===== config.mk =====
export PLATFORM = sky130hd
export DESIGN_NAME = freq_gate_counter
export DESIGN_NICKNAME = d
export VERILOG_FILES = /design/src/rtl/freq_gate_counter_pkg.sv /design/src/rtl/sig_edge_sync.sv /design/src/rtl/freq_gate_counter.sv
export SDC_FILE = /design/constraint.sdc
export NUM_CORES = 1
export LEC_CHECK = 0
export CAP_MARGIN = 20
export CORE_MARGIN = 3
export CORE_UTILIZATION = 42
export DETAILED_ROUTE_END_ITERATION = 12
export GPL_ROUTABILITY_DRIVEN = 0
export GPL_TIMING_DRIVEN = 1
export SETUP_SLACK_MARGIN = 0.02
export SLEW_MARGIN = 20
export SYNTH_ARGS = -nofsm -noshare
export SYNTH_HDL_FRONTEND = slang
export SYNTH_HIERARCHICAL = 1
export SYNTH_SLANG_ARGS = --single-unit

===== constraint.sdc =====
create_clock -name clk -period 9.9 [get_ports clk]
set_input_delay 2.97 -clock clk [delete_from_list [all_inputs] [get_ports clk]]
set_output_delay 2.97 -clock clk [all_outputs]
set_load 0.02 [all_outputs]

===== src/rtl/freq_gate_counter_pkg.sv =====
// Shared types and default constants for the reciprocal frequency counter.
package freq_gate_counter_pkg;

  // Default result width and 50 MHz timing constants (1 s gate, 2 s timeout)
  localparam int          CNT_W_DEF       = 32;
  localparam int unsigned GATE_CYCLES_DEF = 50_000_000;
  localparam int unsigned TIMEOUT_DEF     = 100_000_000;

  // Gate and timeout timers are always wide enough for 32-bit presets,
  // independent of the result width (saturating results may be narrow)
  localparam int TMR_W = 32;

  typedef enum logic [2:0] {
    IDLE,
    ARM,
    MEASURE,
    CLOSE,
    DONE
  } state_t;

endpackage


===== src/rtl/sig_edge_sync.sv =====
// Two-flop synchroniser for an asynchronous input followed by a
// rising-edge detector producing a single-cycle pulse.
module sig_edge_sync (
  input  logic clk,
  input  logic rst,
  input  logic d,
  output logic rise
);

  logic sync_p0;
  logic sync_p1;
  logic sync_p2;

  // Metastability filter (p0, p1) plus the delayed copy for edge detection (p2)
  always_ff @(posedge clk or posedge rst) begin
    if (rst) begin
      sync_p0 <= 1'b0;
      sync_p1 <= 1'b0;
      sync_p2 <= 1'b0;
    end else begin
      sync_p0 <= d;
      sync_p1 <= sync_p0;
      sync_p2 <= sync_p1;
    end
  end

  assign rise = sync_p1 & ~sync_p2;

endmodule


===== src/rtl/freq_gate_counter.sv =====
// Equal-precision frequency counter: counts clk cycles and sig_in periods
// over a gate that opens and closes on rising edges of sig_in itself.
module freq_gate_counter
  import freq_gate_counter_pkg::*;
#(
  parameter int          CNT_W       = CNT_W_DEF,
  parameter int unsigned GATE_CYCLES = GATE_CYCLES_DEF,
  parameter int unsigned TIMEOUT     = TIMEOUT_DEF
) (
  input  logic             clk,
  input  logic             rst,
  input  logic             sig_in,
  input  logic             start,
  output logic             busy,
  output logic             done,
  output logic             err,
  output logic [CNT_W-1:0] cnt_std,
  output logic [CNT_W-1:0] cnt_sig
);

  // The gate timer is compared after incrementing, so the preset gate spans
  // GATE_CYCLES clk from the opening edge to entry into CLOSE
  localparam logic [TMR_W-1:0] GATE_LAST = TMR_W'(GATE_CYCLES - 1);
  localparam logic [TMR_W-1:0] TO_LAST   = TMR_W'(TIMEOUT - 1);

  state_t             state_q;
  state_t             state_d;
  logic               sig_rise;
  logic [CNT_W-1:0]   std_cnt;
  logic [CNT_W-1:0]   sig_cnt;
  logic [TMR_W-1:0]   gate_tmr;
  logic [TMR_W-1:0]   gate_nxt;
  logic [TMR_W-1:0]   to_cnt;
  logic [CNT_W-1:0]   std_nxt;
  logic [CNT_W-1:0]   sig_nxt;
  logic               accept;
  logic               open_gate;
  logic               to_close;
  logic               fin_ok;
  logic               fin_err;

  // Counters stick at all-ones rather than wrapping
  function automatic logic [CNT_W-1:0] sat_inc(input logic [CNT_W-1:0] v);
    return (&v) ? v : v + CNT_W'(1);
  endfunction

  sig_edge_sync u_sync (
    .clk  (clk),
    .rst  (rst),
    .d    (sig_in),
    .rise (sig_rise)
  );

  assign gate_nxt = gate_tmr + TMR_W'(1);
  assign std_nxt  = sat_inc(std_cnt);
  assign sig_nxt  = sat_inc(sig_cnt);

  // State register
  always_ff @(posedge clk or posedge rst) begin
    if (rst) state_q <= IDLE;
    else     state_q <= state_d;
  end

  // Next-state logic and single-cycle event strobes
  always_comb begin
    state_d   = state_q;
    accept    = 1'b0;
    open_gate = 1'b0;
    to_close  = 1'b0;
    fin_ok    = 1'b0;
    fin_err   = 1'b0;
    unique case (state_q)
      IDLE: begin
        if (start) begin
          accept  = 1'b1;
          state_d = ARM;
        end
      end
      ARM: begin
        if (sig_rise) begin
          open_gate = 1'b1;
          state_d   = MEASURE;
        end else if (to_cnt == TO_LAST) begin
          fin_err = 1'b1;
          state_d = DONE;
        end
      end
      MEASURE: begin
        // An edge landing in this cycle is counted but cannot close the gate
        if (gate_nxt == GATE_LAST) begin
          to_close = 1'b1;
          state_d  = CLOSE;
        end
      end
      CLOSE: begin
        if (sig_rise) begin
          fin_ok  = 1'b1;
          state_d = DONE;
        end else if (to_cnt == TO_LAST) begin
          fin_err = 1'b1;
          state_d = DONE;
        end
      end
      DONE: begin
        state_d = IDLE;
      end
      default: begin
        state_d = IDLE;
      end
    endcase
  end

  // Measurement counters: gate/timeout timers and the two saturating counts
  always_ff @(posedge clk or posedge rst) begin
    if (rst) begin
      std_cnt  <= '0;
      sig_cnt  <= '0;
      gate_tmr <= '0;
      to_cnt   <= '0;
    end else begin
      if (state_q == IDLE || to_close) to_cnt <= '0;
      else if (state_q == ARM || state_q == CLOSE) to_cnt <= to_cnt + TMR_W'(1);

      if (open_gate) begin
        std_cnt  <= '0;
        sig_cnt  <= '0;
        gate_tmr <= '0;
      end else if (state_q == MEASURE || state_q == CLOSE) begin
        std_cnt <= std_nxt;
        if (sig_rise) sig_cnt <= sig_nxt;
        if (state_q == MEASURE) gate_tmr <= gate_nxt;
      end
    end
  end

  // Status flags and result latch; results only change on entry to DONE
  always_ff @(posedge clk or posedge rst) begin
    if (rst) begin
      busy    <= 1'b0;
      done    <= 1'b0;
      err     <= 1'b0;
      cnt_std <= '0;
      cnt_sig <= '0;
    end else if (accept) begin
      busy <= 1'b1;
      done <= 1'b0;
      err  <= 1'b0;
    end else if (fin_ok) begin
      busy    <= 1'b0;
      done    <= 1'b1;
      cnt_std <= std_nxt;
      cnt_sig <= sig_nxt;
    end else if (fin_err) begin
      busy    <= 1'b0;
      done    <= 1'b1;
      err     <= 1'b1;
      cnt_std <= '0;
      cnt_sig <= '0;
    end
  end

endmodule


==> impl_metrics.toml <==
[status]
outcome = "complete, no violations"

[power_and_ir_drop]
p_leak_uw = 0.00504
power.density_nw_per_um2 = 178
total_power_uw = 2250
peakVddDrop_uv = 111

[synth]
yosys_warnings = 6
synth_cell_types = 72
async_flop_share_pct = 100
synth-edff-count = 0
syn_area_um2 = 11000
syn_nets = 1229
synth_area_per_cell_um2 = 9.00
ys_seq_elements = 201
synth_flop_cell = "dfrtp_1"
synth_cells = 1220
yosysSeqAreaShare_pct = 45.8

[floorplanning]
initial_core_util_pct = 43.1
ios = 71
die_y_um = 168
rows = 58
die_x_um = 168
dieArea_um2 = 28100
core_um2 = 25500

[placed_design]
port_buffers = 70
dp_hpwl_um = 16900

[sta]
finalHoldViolations = 0
fin_worst_skew_ns = 0.0130
fmax_mhz = 221
tns_ns = 0
finalSetupViolations = 0
worst_slew_margin_rel_pct = 35.7
min_period_over_period_pct = 45.7
rsz0062_at_grt = "false"
finalCriticalPeriod_ns = 4.53
worst_pin_slew_ns = 0.965
slew_viol_final = 0

[grt]
grt_pass1_wl_um = 44600
grt_pass1_vias = 8626
globalRouteOverflowTotal = 0
grt_max_degree = 124
grt_antenna_before_repair = 0
grt_use_total_pct = 18.5

[setup_path]
critPathLaunch = "busy$_DFFE_PP0P_"
timing_worst_setup_path_type = "reg -> out"
required_ns = 6.93
r2r_start = "gate_tmr[0]$_DFFE_PP0P_"
start_kind = "flip-flop"
crit_family = "buffers and inverters"
r2r_slack_ns = 6.64
worstPathCellList = "clkdlybuf4s50_1"
end_kind = "primary output"
cp_max_fo = 2
critical_path.max_stage_delay_ns = 0.63
path_buf_inv = 1
crit_arrival_ns = 1.56
crit_slowest_cell = "clkdlybuf4s50_1"

[clock_tree]
clk_latency_ns = 0.51
clk_pin_slew_ns = 0.06
cts-root-buf = "clkbuf_16"
clk_path_buf_depth = 3
post-cts-setup-buffers = 0
cts_sinks = 201
cts_tree = "done"
hold_buffers = 0
cts_resized = 0
cts_made_buffers = 24
htreeDepth = 1

[route]
via_count = 9007
routed_via_density = 5.65
drt_first_pass_iters = 5
drtAntennaViolNets = 0
drcViolationCount = 0
avgRoutedWirePerCell_um = 16.4
drt_iter0_drc = 568
finalWirelength_um = 26100

[finish]
final_cell_mix = "dfrtp_1 (201), nand2_1 (191), o21ai_0 (145)"
syn2layout_area_growth_pct = 15.1
regArea_um2 = 5030
final_common_cell = "dfrtp_1"
drive_above_1_share_pct = 9.09
nNetsFinal = 1259
n_antenna_cell = 0
fillers = 2393
multiInputGateArea_um2 = 5470

[worst_hold_path]
hp-class = "reg -> reg"
hp-start = "u_sync/sync_p0$_DFF_PP0_"

[flow_run]
cap_viol_max_count = 0
path summary, 6_finish.rpt:
check | depth (start not counted) | end
max in group asynchronous | 4 | gate_tmr[19]$_DFFE_PP0P_
hold reg to reg | 0 | u_sync/sync_p1$_DFF_PP0_
hold / removal | 0 | u_sync/sync_p1$_DFF_PP0_
setup / recovery | 1 | busy
min in group asynchronous | 2 | u_sync/sync_p2$_DFF_PP0_
setup reg to reg | 9 | to_cnt[23]$_DFFE_PP0P_
cell usage after synthesis, drive strengths merged (26+ instances only):
library cell	n	area share (%)
o31ai	36	2.5
clkbuf	58	2.0
a31oi	30	1.7
nand3	45	2.3
a21oi	49	2.2
nor3	52	3.7
inv	26	0.89
nand2	193	6.6
xor2	51	4.1
nand4	41	2.4
nor2	59	2.1
xnor2	43	3.5
dfrtp	201	46
o22ai	30	1.7
o21ai	148	6.7
stage by stage:
| step | cells | instance area (um^2) | hold slack, ns | worst slack, ns | util [%] |
|---|---|---|---|---|---|
| 6_report | 1595 | 12600 | 0.357 | 5.37 | 49.6 |
| 5_1_grt | 1595 | 12600 | 0.367 | 5.32 | 49.6 |
| 4_1_cts | 1594 | 12600 | 0.360 | 5.14 | 49.5 |
| 3_5_place_dp | 1553 | 11800 | 0.344 | 4.59 | 46.4 |
| 3_3_place_gp | 1553 | 11800 | 0.335 | 4.61 | 46.4 |
| 2_1_floorplan | 1220 | 11000 | 0.331 | 1.53 | - |
cell families (layout without fill, tap and decap cells):
logic type               after synthesis  in the layout  synth area share [%]
AO/OA/AOI/OAI                        317            317                  16.8
XOR/XNOR                              94             94                  7.57
adder cells (fa/ha/maj)                5              5                 0.570
buffers and inverters                107            152                  4.58
flip-flops                           201            201                  45.8
multiplexers                           5              5                 0.467
AND/OR/NAND/NOR                      491            491                  24.2
flip-flops by register name, summed over array words and instances (netlist names), 3 cells and up:
register,cells
gate_tmr,32
cnt_sig,32
sig_cnt,32
to_cnt,32
state_q,3
std_cnt,32
cnt_std,32
per-layer routing:
layer | wire, um | global-route usage [%]
met5 | 0 | 0
met1 | 12500 | 27.0
met2 | 12300 | 29.9
met4 | 445 | 3.52
met3 | 888 | 2.48
area by class of cell:
type	instances	area share, %
multi-input cells	912	43.3
repair buffers	85	6.59
well taps	330	3.27
clock buffers	34	5.53
clock inverters	7	0.703
inverters	26	0.831
flip-flops and latches	201	39.8
power by group:
| group | internal [uW] | switching (uW) | total, uW |
|---|---|---|---|
| clock network | 541 | 335 | 876 |
| logic | 143 | 312 | 455 |
| registers | 865 | 57.4 | 922 |
| total | 1550 | 705 | 2250 |
No activity file was read; power rests on OpenSTA's default activity.
